==> src/rtl/wb_pkg.sv <==
// Shared widths and bus field layout for the writeback retire queue.
// The same layout is used by MEM (producer bus) and ID (ws_to_ds_bus consumer).
package wb_pkg;

  localparam int DATA_W_DEF = 32;
  localparam int PC_W_DEF   = 32;
  localparam int REG_AW_DEF = 5;
  localparam int DEPTH_DEF  = 2;

  // MEM->WB bus: {pc, gr_we, dest, result}, MSB first
  function automatic int result_lsb();
    return 0;
  endfunction

  function automatic int dest_lsb(input int data_w);
    return data_w;
  endfunction

  function automatic int grwe_bit(input int data_w, input int reg_aw);
    return data_w + reg_aw;
  endfunction

  function automatic int pc_lsb(input int data_w, input int reg_aw);
    return data_w + reg_aw + 1;
  endfunction

  function automatic int bus_w(input int pc_w, input int data_w, input int reg_aw);
    return pc_w + 1 + reg_aw + data_w;
  endfunction

  // WB->ID bus: {rf_we, rf_waddr, rf_wdata}
  function automatic int tods_wdata_lsb();
    return 0;
  endfunction

  function automatic int tods_waddr_lsb(input int data_w);
    return data_w;
  endfunction

  function automatic int tods_we_bit(input int data_w, input int reg_aw);
    return data_w + reg_aw;
  endfunction

  function automatic int tods_w(input int data_w, input int reg_aw);
    return 1 + reg_aw + data_w;
  endfunction

endpackage

==> src/rtl/wb_retire_queue_if.sv <==
// MEM->WB valid/allowin handshake with the packed result bus.
interface wb_retire_queue_if
  import wb_pkg::*;
#(
  parameter int BUS_W = bus_w(PC_W_DEF, DATA_W_DEF, REG_AW_DEF)
);
  logic             ms_to_ws_valid;
  logic [BUS_W-1:0] ms_to_ws_bus;
  logic             ws_allowin;

  modport master (output ms_to_ws_valid, output ms_to_ws_bus, input  ws_allowin);
  modport slave  (input  ms_to_ws_valid, input  ms_to_ws_bus, output ws_allowin);
endinterface

==> src/rtl/wb_fifo.sv <==
// Generic in-order FIFO with flush, occupancy and per-slot valid bits.
// A tag slice of every slot is exported so the owner can scan pending entries.
module wb_fifo
  import wb_pkg::*;
#(
  parameter int DEPTH   = DEPTH_DEF,
  parameter int W       = 70,
  parameter int TAG_LSB = 32,
  parameter int TAG_W   = 6
) (
  input  logic                        clk,
  input  logic                        rst_n,
  input  logic                        push_i,
  input  logic                        pop_i,
  input  logic                        flush_i,
  input  logic [W-1:0]                din_i,
  output logic [W-1:0]                head_o,
  output logic [DEPTH-1:0][TAG_W-1:0] tag_o,
  output logic [DEPTH-1:0]            vld_o,
  output logic [$clog2(DEPTH):0]      cnt_o,
  output logic                        full_o,
  output logic                        empty_o
);
  localparam int AW = $clog2(DEPTH);

  logic [DEPTH-1:0][W-1:0] mem_q;
  logic [AW-1:0]           rd_q, rd_d, wr_q, wr_d;
  logic [AW:0]             cnt_q, cnt_d;
  logic                    do_push, do_pop;

  assign full_o  = (cnt_q == (AW+1)'(DEPTH));
  assign empty_o = (cnt_q == '0);
  assign cnt_o   = cnt_q;
  assign do_push = push_i && !full_o && !flush_i;
  assign do_pop  = pop_i && !empty_o && !flush_i;

  always_comb begin
    rd_d  = rd_q;
    wr_d  = wr_q;
    cnt_d = cnt_q;
    if (flush_i) begin
      rd_d  = '0;
      wr_d  = '0;
      cnt_d = '0;
    end else begin
      if (do_push) wr_d = wr_q + 1'b1;
      if (do_pop)  rd_d = rd_q + 1'b1;
      cnt_d = cnt_q + (AW+1)'(do_push) - (AW+1)'(do_pop);
    end
  end

  always_ff @(posedge clk or negedge rst_n) begin
    if (!rst_n) begin
      rd_q  <= '0;
      wr_q  <= '0;
      cnt_q <= '0;
    end else begin
      rd_q  <= rd_d;
      wr_q  <= wr_d;
      cnt_q <= cnt_d;
    end
  end

  // Payload is not reset; every consumer qualifies it with count/valid.
  always_ff @(posedge clk) begin
    if (do_push) mem_q[wr_q] <= din_i;
  end

  assign head_o = mem_q[rd_q];

  for (genvar i = 0; i < DEPTH; i++) begin : g_slot
    localparam logic [AW-1:0] IDX = AW'(i);
    logic [AW-1:0] off;
    assign off      = IDX - rd_q;
    assign vld_o[i] = ({1'b0, off} < cnt_q);
    assign tag_o[i] = mem_q[i][TAG_LSB +: TAG_W];
  end

endmodule

==> src/rtl/wb_retire_queue.sv <==
// Writeback retire queue: buffers MEM results and retires one per cycle into
// the register file, with ID bypass/pending-mask outputs and debug trace.
module wb_retire_queue
  import wb_pkg::*;
#(
  parameter int DATA_W = DATA_W_DEF,
  parameter int PC_W   = PC_W_DEF,
  parameter int REG_AW = REG_AW_DEF,
  parameter int DEPTH  = DEPTH_DEF
) (
  input  logic                         clk,
  input  logic                         resetn,
  wb_retire_queue_if.slave             ms,
  input  logic                         wb_stall,
  input  logic                         ws_flush,
  output logic [tods_w(DATA_W,REG_AW)-1:0] ws_to_ds_bus,
  output logic [(1<<REG_AW)-1:0]       ws_pending_mask,
  output logic [31:0]                  ws_retire_cnt,
  output logic [PC_W-1:0]              debug_wb_pc,
  output logic [3:0]                   debug_wb_rf_we,
  output logic [REG_AW-1:0]            debug_wb_rf_wnum,
  output logic [DATA_W-1:0]            debug_wb_rf_wdata
);
  localparam int BUS_W    = bus_w(PC_W, DATA_W, REG_AW);
  localparam int AW       = $clog2(DEPTH);
  localparam int DEST_LSB = dest_lsb(DATA_W);
  localparam int GRWE     = grwe_bit(DATA_W, REG_AW);
  localparam int PC_LSB   = pc_lsb(DATA_W, REG_AW);
  localparam int RES_LSB  = result_lsb();
  localparam int TAG_W    = REG_AW + 1;
  localparam int TD_DATA  = tods_wdata_lsb();
  localparam int TD_ADDR  = tods_waddr_lsb(DATA_W);
  localparam int TD_WE    = tods_we_bit(DATA_W, REG_AW);

  logic [BUS_W-1:0]            head;
  logic [DEPTH-1:0][TAG_W-1:0] tag;
  logic [DEPTH-1:0]            vld;
  logic [AW:0]                 cnt;
  logic                        full, empty;
  logic                        push, retire, rf_we;
  logic [PC_W-1:0]             h_pc;
  logic                        h_we;
  logic [REG_AW-1:0]           h_dest;
  logic [DATA_W-1:0]           h_res;
  logic [31:0]                 retire_cnt_q, retire_cnt_d;

  // allowin looks only at registered occupancy: a full queue never passes through.
  assign ms.ws_allowin = !full;
  assign push          = ms.ms_to_ws_valid && !full && !ws_flush;
  assign retire        = !empty && !wb_stall && !ws_flush;

  wb_fifo #(
    .DEPTH  (DEPTH),
    .W      (BUS_W),
    .TAG_LSB(DEST_LSB),
    .TAG_W  (TAG_W)
  ) u_fifo (
    .clk    (clk),
    .rst_n  (resetn),
    .push_i (push),
    .pop_i  (retire),
    .flush_i(ws_flush),
    .din_i  (ms.ms_to_ws_bus),
    .head_o (head),
    .tag_o  (tag),
    .vld_o  (vld),
    .cnt_o  (cnt),
    .full_o (full),
    .empty_o(empty)
  );

  assign h_pc   = head[PC_LSB +: PC_W];
  assign h_we   = head[GRWE];
  assign h_dest = head[DEST_LSB +: REG_AW];
  assign h_res  = head[RES_LSB +: DATA_W];
  assign rf_we  = retire && h_we;

  always_comb begin
    ws_to_ds_bus                       = '0;
    ws_to_ds_bus[TD_WE]                = rf_we;
    ws_to_ds_bus[TD_ADDR +: REG_AW]    = empty ? '0 : h_dest;
    ws_to_ds_bus[TD_DATA +: DATA_W]    = empty ? '0 : h_res;
  end

  // Retiring head stays in the mask during its retire cycle; r0 never stalls ID.
  always_comb begin
    ws_pending_mask = '0;
    for (int i = 0; i < DEPTH; i++) begin
      if (vld[i] && tag[i][REG_AW]) ws_pending_mask[tag[i][REG_AW-1:0]] = 1'b1;
    end
    ws_pending_mask[0] = 1'b0;
  end

  assign retire_cnt_d = retire ? retire_cnt_q + 32'd1 : retire_cnt_q;

  always_ff @(posedge clk or negedge resetn) begin
    if (!resetn) retire_cnt_q <= '0;
    else         retire_cnt_q <= retire_cnt_d;
  end

  assign ws_retire_cnt     = retire_cnt_q;
  assign debug_wb_pc       = rf_we ? h_pc   : '0;
  assign debug_wb_rf_we    = {4{rf_we}};
  assign debug_wb_rf_wnum  = rf_we ? h_dest : '0;
  assign debug_wb_rf_wdata = rf_we ? h_res  : '0;

  // Occupancy is observable through cnt only for completeness of the FIFO view.
  logic unused_cnt;
  assign unused_cnt = ^cnt;

endmodule

==> src/flat_wrapper.sv <==
// flat-port wrapper written by rule: the top's interface ports become plain ports
module wb_retire_queue_flat import wb_pkg::*;
#(
  parameter int DATA_W = DATA_W_DEF,
  parameter int PC_W   = PC_W_DEF,
  parameter int REG_AW = REG_AW_DEF,
  parameter int DEPTH  = DEPTH_DEF
)
  (clk, resetn, wb_stall, ws_flush, ws_to_ds_bus, ws_pending_mask, ws_retire_cnt, debug_wb_pc, debug_wb_rf_we, debug_wb_rf_wnum, debug_wb_rf_wdata, ms_ms_to_ws_valid, ms_ms_to_ws_bus, ms_ws_allowin);
  wb_retire_queue_if #(.BUS_W((PC_W + 1 + REG_AW + DATA_W))) ms_i ();
  input  logic clk;
  input  logic resetn;
  input  logic wb_stall;
  input  logic ws_flush;
  output logic [tods_w(DATA_W,REG_AW)-1:0] ws_to_ds_bus;
  output logic [(1<<REG_AW)-1:0] ws_pending_mask;
  output logic [31:0] ws_retire_cnt;
  output logic [PC_W-1:0] debug_wb_pc;
  output logic [3:0] debug_wb_rf_we;
  output logic [REG_AW-1:0] debug_wb_rf_wnum;
  output logic [DATA_W-1:0] debug_wb_rf_wdata;
  input wire logic [$bits(ms_i.ms_to_ws_valid)-1:0] ms_ms_to_ws_valid;
  input wire logic [$bits(ms_i.ms_to_ws_bus)-1:0] ms_ms_to_ws_bus;
  output wire logic [$bits(ms_i.ws_allowin)-1:0] ms_ws_allowin;
  assign ms_i.ms_to_ws_valid = ms_ms_to_ws_valid;
  assign ms_i.ms_to_ws_bus = ms_ms_to_ws_bus;
  assign ms_ws_allowin = ms_i.ws_allowin;
  wb_retire_queue #(.DATA_W(DATA_W), .PC_W(PC_W), .REG_AW(REG_AW), .DEPTH(DEPTH)) u_core (.clk(clk), .resetn(resetn), .ms(ms_i), .wb_stall(wb_stall), .ws_flush(ws_flush), .ws_to_ds_bus(ws_to_ds_bus), .ws_pending_mask(ws_pending_mask), .ws_retire_cnt(ws_retire_cnt), .debug_wb_pc(debug_wb_pc), .debug_wb_rf_we(debug_wb_rf_we), .debug_wb_rf_wnum(debug_wb_rf_wnum), .debug_wb_rf_wdata(debug_wb_rf_wdata));
endmodule
==> config.mk <==
export PLATFORM = sky130hd
export DESIGN_NAME = wb_retire_queue_flat
export DESIGN_NICKNAME = d
export VERILOG_FILES = /design/src/rtl/wb_pkg.sv /design/src/rtl/wb_retire_queue_if.sv /design/src/rtl/wb_fifo.sv /design/src/rtl/wb_retire_queue.sv /design/src/flat_wrapper.sv
export SDC_FILE = /design/constraint.sdc
export NUM_CORES = 1
export LEC_CHECK = 0
export ABC_AREA = 1
export BUFFER_PORTS_ARGS = -buffer_cell sky130_fd_sc_hd__buf_2
export CAP_MARGIN = 20
export CELL_PAD_IN_SITES_DETAIL_PLACEMENT = 1
export CELL_PAD_IN_SITES_GLOBAL_PLACEMENT = 1
export CORE_MARGIN = 10
export CORE_UTILIZATION = 40
export CTS_CLUSTER_SIZE = 40
export DETAILED_ROUTE_END_ITERATION = 12
export PLACE_DENSITY_LB_ADDON = 0.1
export SLEW_MARGIN = 40
export SYNTH_ARGS = -nofsm -noshare
export SYNTH_HDL_FRONTEND = slang
export SYNTH_SLANG_ARGS = --single-unit
==> constraint.sdc <==
create_clock -name clk -period 12.8 [get_ports clk]
set_input_delay 1.92 -clock clk [delete_from_list [all_inputs] [get_ports clk]]
set_output_delay 1.92 -clock clk [all_outputs]
set_load 0.01 [all_outputs]
==> results of run 1 <==
[metal layers]
metal / GRT usage / routed length, microns / up-vias
met5: 0 / 55 / -
met4: 0.05418 / 302 / 8
met3: 0.06927 / 1884 / 26
met2: 0.3216 / 12300 / 192
met1: 0.2144 / 10000 / 3079
li1: - / - / 3069
[layout by cell type, fill, tap and decap left out, drive strengths merged, types with 4 or more instances in the layout]
cell type,instances
buf,254
nand2,185
edfxtp,140
nor2,121
inv,64
nand3,38
dfrtp,36
a21oi,33
o21ai,33
mux2i,32
nor3,19
clkbuf,17
xnor2,14
nand4,11
xor2,8
clkinv,6
diode,4
[layout make-up]
type / count / share of cell area
timing repair buffer: 254 / 0.1296
clock inverter: 15 / 0.01794
antenna: 4 / 0.0009966
multi-input combinational: 503 / 0.2465
tap: 265 / 0.03301
inverter: 56 / 0.02093
sequential: 176 / 0.5087
clock buffer: 17 / 0.04236
[power by group]
part | internal [W] | switching [W]
Clock | 0.000265 | 0.000257
Combinational | 0.0000793 | 0.000159
Sequential | 0.000655 | 0.0000224
[sequential cells by signal, summed over array words and instances (netlist names)]
name,flops
u_core.u_fifo.rd_q,1
u_core.u_fifo.wr_q,1
u_core.u_fifo.mem_q,128
u_core.ws_retire_cnt,32
u_core.u_fifo.cnt_o,2
u_core.u_fifo.tag_o,12
[cell families after synthesis]
group / after synthesis / share of synthesized area
AO/OA/AOI/OAI: 68 / 0.04429
XOR/XNOR: 22 / 0.02428
adder cells (fa/ha/maj): 3 / 0.004729
buffers and inverters: 87 / 0.04776
flip-flops: 176 / 0.6431
multiplexers: 32 / 0.04035
other: 1 / 0.0004724
AND/OR/NAND/NOR: 377 / 0.1950
[path summary, 6_finish.rpt]
| check | startpoint | to | depth (start not counted) |
|---|---|---|---|
| max | ws_flush | debug_wb_pc[21] | 8 |
| min | u_core.ws_retire_cnt[19] | u_core.ws_retire_cnt[19] | 1 |
| max reg2reg | u_core.u_fifo.cnt_o[0] | u_core.u_fifo.mem_q[51] | 7 |
| min reg2reg | u_core.ws_retire_cnt[19] | u_core.ws_retire_cnt[19] | 1 |
| max in group asynchronous | resetn | u_core.u_fifo.rd_q | 1 |
| min in group asynchronous | resetn | u_core.ws_retire_cnt[25] | 1 |
[through the flow]
| step | util | std cells | setup slack, ns |
|---|---|---|---|
| 6_report | 0.5160 | 1290 | 7.196 |
| 3_5_place_dp | 0.4844 | 1254 | 7.163 |
| 3_3_place_gp | 0.4831 | 1253 | 7.338 |
| 2_1_floorplan | - | 766 | 7.241 |
| 5_1_grt | 0.5155 | 1286 | 6.989 |
| 4_1_cts | 0.5155 | 1286 | 7.157 |
==> reports/results.ini, run 1 <==
[run_status]
status = finished, final reports clean

[placed_design]
placed_area_sq_um = 9428
io_buffers = 249
gp_congestion = 0.8881
dpl.hpwl_microns = 17990

[grt]
grt_pass1_wl_microns = 38450
grt_overflow = 0
antenna_found_initial = 7
track_usage = 0.1876
grt_max_degree = 71
grt_pass1_vias = 6980

[setup_path]
crit_type = input port to output pin
worst-path-buf-inv = 5
cpMaxStageDelayCell = buf_4
critPathTopFamily = buffers and inverters
crit_path_max_fanout = 47
cp-end-kind = output pin
cp_data_arrival_time_ns = 3.68
rrSetupSlack_ns = 10.67
path_common_cell = buf_2
path_cells = buf_2 > inv_1 > nand3_2 > a21oi_2 > inv_2 > buf_4 > a21oi_1 > buf_2
cp.required_ns = 10.88
critPathLaunchType = input port
crit_path_max_incr_delay_ns = 0.34

[power]
vdd_drop_max_mv = 0.08637
finalPower_w = 0.001439
power_leakage_nw = 4.473
power_density_nw_per_um2 = 143.3

[clocking]
cts_buffers = 17
cts_root_buf = clkbuf_16
clkLatencyLatePin_ns = 0.44
htreeDepth = 4
cts_tree = done
cts.reportedPaths.clkPinSlew_ns = 0.08
cts.sinks = 176
post_cts_buffers = 0
cts_buffer_depth = 2
ctsResizeCount = 0
hold_buffers = 0

[floorplanning]
io_pins = 251
die_height_microns = 160.9
start_util = 0.4078
fp-row-count = 51
core_sq_um = 19460
dieArea_sq_um = 25880
die_w_microns = 160.9

[sta]
fmax_ghz = 0.1784
hold_slack_ns = 0.5069
finalCritPeriodShare = 0.4378
clock_skew_ns = 0.02187
slew_viol_final = 0
max_slew_margin = 0.4790
tightest_slew_ns = 0.7815
rsz0062_at_grt = false
final.setup.tns_ns = 0
hold_viol = 0
period_needed_ns = 5.604
setup_violations = 0

[detailed_routing]
dr_total_vias = 6374
post_drt_via_cell_ratio = 4.941
drt-wirelength-per-cell_microns = 19.02
first_pass_iters = 4
routed_wl_microns = 24540
final_antenna_net_count = 0
route.detailed.drc = 0
drtIter0Drc = 311

[finish]
area_growth_pct = 26.53
num-fill-cells = 2250
nets = 1086
stdcell_area_sq_um = 10040
seq_area_sq_um = 5109
drive_above_1_share = 0.2948
multi_input_area_sq_um = 2476

[synth]
yosysMostFrequentCell = nand2_1
netlist.area_leader.share = 0.5296
synthTopCellsByArea = edfxtp_1, dfrtp_1, nand2_1
syn_inst = 766
synth-seq-cells = 176
ys_types = 29
yosysSeqAreaShare = 0.6431
syn_avg_cell_area_sq_um = 10.36
synth_edf_count = 140
yosysWarnings = 0
synth_common_cells = nand2_1, edfxtp_1, nor2_1
synthArstFlopShare = 0.2045
yosys.area.top_type = edfxtp_1
synth_area_sq_um = 7938
synth_nets = 844
synthFlopType = edfxtp_1

[job]
max_cap_violations = 0

[worst_hold_path]
min_path_type = flip-flop to flip-flop

Power figures use the tool's default switching activity.
==> run 2: changes to the inputs <==
- ABC_AREA: 1 -> 0
- CORE_UTILIZATION: 40 -> 36
- clock period: 12.8 -> 4.94 ns (I/O delays scaled with it)
==> run 2 against run 1 <==
Effect of this change:
- final cell count shrank 14%
- combinational power rose to 2.6 times the previous value
- global-route usage shrank 3.6 points
- clock skew decreased by 0.0056 ns
- register-to-register slack worse by 7.9 ns
- setup slack lost 5.6 ns
- via count decreased by 14%
- critical path type is now flip-flop to output pin
- design area fell by 2.0%
- critical endpoint is now debug_wb_rf_we[3]
- power increased to 2.6 times the previous value
- die area grew 6.9%
- routed wire length is 13% lower
- sequential share of layout area up 1.0 points
==> reports/results.ini, run 2 <==
[run_status]
status = finished, final reports clean

[floorplanning]
die_height_microns = 166.3
die_w_microns = 166.3
dieArea_sq_um = 27660
fp-row-count = 53
io_pins = 251
core_sq_um = 21020
start_util = 0.3666

[sta]
rsz0062_at_grt = false
slew_viol_final = 0
finalCritPeriodShare = 0.6865
max_slew_margin = 0.4657
period_needed_ns = 3.391
clock_skew_ns = 0.01629
hold_slack_ns = 0.2694
fmax_ghz = 0.2949
hold_viol = 0
tightest_slew_ns = 0.7984
final.setup.tns_ns = 0
setup_violations = 0

[clocking]
cts_buffer_depth = 2
cts_tree = done
cts_root_buf = clkbuf_16
ctsResizeCount = 0
clkLatencyLatePin_ns = 0.43
cts.sinks = 176
cts.reportedPaths.clkPinSlew_ns = 0.07
htreeDepth = 4
post_cts_buffers = 0
hold_buffers = 0
cts_buffers = 17

[setup_path]
r2r-start = u_core.u_fifo.cnt_o[0]
cp-end-kind = output pin
critPathTopFamily = flip-flops
reg2reg_depth = 9
critPathLaunchType = flip-flop
crit_path_max_fanout = 46
path_cells = mux2_2 > nand2_4 > buf_4 > inv_1 > buf_2
cp_data_arrival_time_ns = 2.65
rr_endpoint = u_core.u_fifo.cnt_o[1]
crit_start = u_core.u_fifo.rd_q
path_depth = 5
rrSetupSlack_ns = 2.73
cpMaxStageDelayCell = dfrtp_4
worst-path-buf-inv = 3
cp-endpoint = debug_wb_rf_we[3]
crit_path_max_incr_delay_ns = 0.81
crit_type = flip-flop to output pin
cp.required_ns = 4.20

[finish]
final_common_cell = buf_2
drive_above_1_share = 0.3677
mostFrequentLayoutCells = buf_2, edfxtp_1, nor2_1
area_growth_pct = 27.71
nets = 900
regMostFlops = u_core.u_fifo.mem_q
largest_register_ffs = 128

[grt]
antenna_found_initial = 6
grt_max_degree = 47
track_usage = 0.1511
grt_overflow = 0
grt_pass1_vias = 6124
grt_pass1_wl_microns = 33530

[synth]
synth_area_sq_um = 7707
synthFlopType = edfxtp_1
synthTopCellsByArea = edfxtp_1, dfrtp_1, mux2i_1
ys_types = 40
synth_common_cells = edfxtp_1, nor2_1, mux2i_1
syn_avg_cell_area_sq_um = 13.22
synth_edf_count = 140
yosysWarnings = 0
synth_nets = 661
synth-seq-cells = 176
synthArstFlopShare = 0.2045
yosysSeqAreaShare = 0.6623
yosys.area.top_type = edfxtp_1
syn_inst = 583
netlist.area_leader.share = 0.5455
yosysMostFrequentCell = edfxtp_1

[detailed_routing]
routed_wl_microns = 21400
route.detailed.drc = 0
drt-wirelength-per-cell_microns = 19.21
first_pass_iters = 4
post_drt_via_cell_ratio = 4.905
final_antenna_net_count = 0
dr_total_vias = 5464
drtIter0Drc = 316

[power]
vdd_drop_max_mv = 0.2339
power_leakage_nw = 4.115
finalPower_w = 0.003772
power_density_nw_per_um2 = 383.2
clockPowerShare = 0.362
p_sw_frac = 0.2875
p_int_w = 0.002688
seq_power_share = 0.474
switching_power_w = 0.001084
combPwrFrac = 0.164

[placed_design]
io_buffers = 249
dpl.hpwl_microns = 16100
gp_congestion = 0.8203

[worst_hold_path]
min_path_type = input port to async pin

[job]
max_cap_violations = 0

-- run 2: cell types whose count changed after synthesis, moves of 5 or more --
cell | before | now
inv_1 | 54 | 5
buf_2 | 9 | 15
nand2_1 | 184 | 18
and4_1 | 0 | 5
nand3_1 | 37 | 18
xnor2_1 | 14 | 29
o22ai_1 | 1 | 31
a21oi_1 | 32 | 1
nor3_1 | 18 | 3
mux2i_1 | 32 | 69
o21ai_0 | 32 | 0
nand3b_1 | 3 | 9
-- run 2: layout make-up --
cell class | instances | area, sq um
Antenna cell | 4 | 10.01
Fill cell | 2291 | 11180
Clock inverter | 15 | 188.9
Inverter | 5 | 18.77
Multi-Input combinational cell | 365 | 2419
Timing Repair Buffer | 257 | 1329
Tap cell | 275 | 344.1
Clock buffer | 17 | 425.4
Sequential cell | 176 | 5109
-- run 2: metrics by stage --
step	utilization	cells	worst slack, ns	cell area (sq um)
floorplan	-	583	0.3349	7707
global placement	0.4369	1077	1.472	9184
detailed placement	0.4384	1078	1.724	9216
CTS	0.4677	1110	1.448	9831
global route	0.4680	1112	1.321	9838
finish	0.4682	1114	1.549	9843
-- run 2: layer usage --
layer  vias up  GRT usage  part of all wire
met4         2    0.03971            0.0095
met3        18    0.06531             0.087
li1       2597          -                 -
met1      2645     0.1651              0.40
met2       202     0.2631              0.50
met5         -          0           0.00079
-- run 2: how the worst min path moves through the flow --
| stage | end | slack [ns] | cells after the start |
|---|---|---|---|
| 2_1_floorplan | u_core.u_fifo.cnt_o[0] | 0.45 | 0 |
| 3_3_place_gp | u_core.ws_retire_cnt[31] | 0.46 | 1 |
| 3_5_place_dp | u_core.ws_retire_cnt[31] | 0.46 | 1 |
| 4_1_cts | u_core.ws_retire_cnt[23] | 0.42 | 1 |
| 5_1_grt | u_core.ws_retire_cnt[29] | 0.29 | 1 |
| 6_report | u_core.ws_retire_cnt[20] | 0.27 | 1 |
-- run 2: power groups by stage --
| stage | Sequential (W) | Combinational [W] | Clock, W |
|---|---|---|---|
| global route | 0.00181 | 0.000689 | 0.00147 |
| floorplan | 0.00178 | 0.000398 | 0 |
| global placement | 0.00182 | 0.000607 | 0 |
| detailed placement | 0.00182 | 0.000635 | 0 |
| finish | 0.00179 | 0.000620 | 0.00136 |
| CTS | 0.00179 | 0.000638 | 0.00141 |
-- run 2: worst reg2reg max path: cells and delay by family, from the launching register on --
| family | cells | cell delay [ns] |
|---|---|---|
| buf+inv | 1 | 0.05 |
| simple gates | 4 | 0.74 |
| fa+ha+maj | 2 | 0.46 |
| xor+xnor | 2 | 0.31 |
| flops | 1 | 0.52 |
-- run 2: kinds of logic (layout without fill, tap and decap cells) --
| group | Yosys count | in the layout | share of synthesized area |
|---|---|---|---|
| AO/OA/AOI/OAI | 35 | 35 | 0.03003 |
| XOR/XNOR | 35 | 35 | 0.03977 |
| multiplexers | 71 | 71 | 0.09253 |
| buffers and inverters | 42 | 294 | 0.02776 |
| AND/OR/NAND/NOR | 220 | 220 | 0.1422 |
| flip-flops | 176 | 176 | 0.6623 |
| adder cells (fa/ha/maj) | 3 | 3 | 0.004871 |
| other | 1 | 5 | 0.0004865 |
==> run 3: changes to the inputs <==
- CORE_UTILIZATION: 36 -> 40
- clock period: 4.94 -> 3.5 ns (I/O delays scaled with it)
==> run 3 against run 2 <==
Effect of this change:
- power is 41% higher
- global-route usage up 1.7 points
- sequential share of layout area is 0.079 points lower
- setup slack lost 1.2 ns
- first-iteration DRC count is 26% lower
- critical path depth up 1
- die area down 8.8%
- via count increased by 0.33%
- clock skew increased by 0.0028 ns
- hold slack got worse by 0.21 ns
- highest routed layer unchanged
==> reports/results.ini, run 3 (synthesized netlist as in run 2, its figures left out) <==
[run_status]
status = finished, final reports clean

[clocking]
post_cts_buffers = 0
cts.sinks = 176
cts.reportedPaths.clkPinSlew_ns = 0.07
ctsResizeCount = 0
htreeDepth = 4
cts_buffer_depth = 2
cts_root_buf = clkbuf_16
hold_buffers = 0
clkLatencyLatePin_ns = 0.43
cts_buffers = 17
cts_tree = done

[placed_design]
io_buffers = 249
dpl.hpwl_microns = 16280
pre_cts_ws_ns = 0.6138
dp_cells = 1064
gp_congestion = 0.8041

[floorplanning]
io_pins = 251
core_sq_um = 18830
fp-row-count = 50
dieArea_sq_um = 25220
start_util = 0.4093
die_w_microns = 158.8
die_height_microns = 158.8

[grt]
grt_overflow = 0
grt_pass1_wl_microns = 33960
antenna_found_initial = 6
track_usage = 0.1685
grt_max_degree = 47
grt_pass1_vias = 6026

[sta]
max_slew_margin = 0.4923
fmax_ghz = 0.3143
finalCritPeriodShare = 0.9091
fin_ws_ns = 0.3180
tightest_slew_ns = 0.7607
period_needed_ns = 3.182
slew_viol_final = 0
clock_skew_ns = 0.01912
rsz0062_at_grt = false
setup_violations = 0
hold_viol = 0
final.setup.tns_ns = 0

[detailed_routing]
first_pass_iters = 5
routed_wl_microns = 21660
drt-wirelength-per-cell_microns = 19.71
dr_total_vias = 5482
final_antenna_net_count = 0
route.detailed.drc = 0
post_drt_via_cell_ratio = 4.988
drtIter0Drc = 235

[setup_path]
cp-endpoint = debug_wb_rf_we[3]
cp-end-kind = output pin
crit_path_max_incr_delay_ns = 0.57
cp_data_arrival_time_ns = 2.66
reg2reg_depth = 5
crit_type = flip-flop to output pin
cpMaxStageDelayCell = dfrtp_1
path_cells = o21bai_4 > nor2_2 > nand2_2 > buf_4 > inv_1 > buf_2
critPathTopFamily = simple AND/OR/NAND/NOR gates
crit_path_max_fanout = 26
path_depth = 6
worst-path-buf-inv = 3
cp.required_ns = 2.97
crit_start = u_core.u_fifo.cnt_o[1]
critPathLaunchType = flip-flop
rr_endpoint = u_core.u_fifo.mem_q[38]
r2r-start = u_core.u_fifo.cnt_o[0]
rrSetupSlack_ns = 1.10

[finish]
mostFrequentLayoutCells = buf_2, edfxtp_1, nor2_1
stdcell_count = 1099
largest_register_ffs = 128
drive_above_1_share = 0.3680
nets = 902
num-fill-cells = 2011
regMostFlops = u_core.u_fifo.mem_q
area_growth_pct = 27.91
fin_util = 0.5235
final_common_cell = buf_2

[power]
power_leakage_nw = 4.118
power_density_nw_per_um2 = 538.1
vdd_drop_max_mv = 0.3253
finalPower_w = 0.005305

[job]
max_cap_violations = 0

[worst_hold_path]
min_path_type = input port to async pin

[run 3: cell count changes in the layout (fill, tap and decap cells not counted), sizes merged]
cell,change
buf,+2
diode,-2
[run 3: layer usage]
layer,global-route usage,part of all wire,vias up
met2,0.2955,0.51,188
met1,0.1853,0.40,2677
met3,0.06119,0.074,17
met5,0,0.00092,-
li1,-,-,2596
met4,0.05442,0.0099,4
[run 3: layout make-up]
class / instances / area [sq um] / share of cell area
antenna: 2 / 5.005 / 0.0005077
clock inverter: 15 / 167.7 / 0.01701
tap: 260 / 325.3 / 0.03300
inverter: 5 / 18.77 / 0.001904
clock buffer: 17 / 425.4 / 0.04315
timing repair buffer: 259 / 1394 / 0.1414
multi-input combinational: 365 / 2414 / 0.2448
sequential: 176 / 5109 / 0.5182
[run 3: how the worst min path moves through the flow]
stage | start | to | slack, ns | cells past startpoint
after global routing | resetn | u_core.ws_retire_cnt[30] | 0.07 | 1
after floorplan | resetn | u_core.u_fifo.cnt_o[0] | 0.23 | 0
after global placement | u_core.ws_retire_cnt[31] | u_core.ws_retire_cnt[31] | 0.46 | 1
after detailed placement | u_core.ws_retire_cnt[30] | u_core.ws_retire_cnt[30] | 0.48 | 1
after CTS | resetn | u_core.ws_retire_cnt[30] | 0.21 | 1
final | resetn | u_core.ws_retire_cnt[30] | 0.06 | 1
[run 3: per-stage QoR]
| stage | hold WS (ns) | cell area, sq um |
|---|---|---|
| floorplan | 0.2294 | 7707 |
| global placement | 0.4579 | 9223 |
| detailed placement | 0.4809 | 9238 |
| CTS | 0.2121 | 9831 |
| global route | 0.07148 | 9856 |
| finish | 0.05540 | 9858 |
[run 3: report_power, final]
part / total, W / internal [W] / leakage (nW) / switching, W
Clock: 0.00189 / 0.00102 / 0.290 / 0.000871
Combinational: 0.000928 / 0.000362 / 2.05 / 0.000566
Sequential: 0.00249 / 0.00240 / 1.78 / 0.0000816
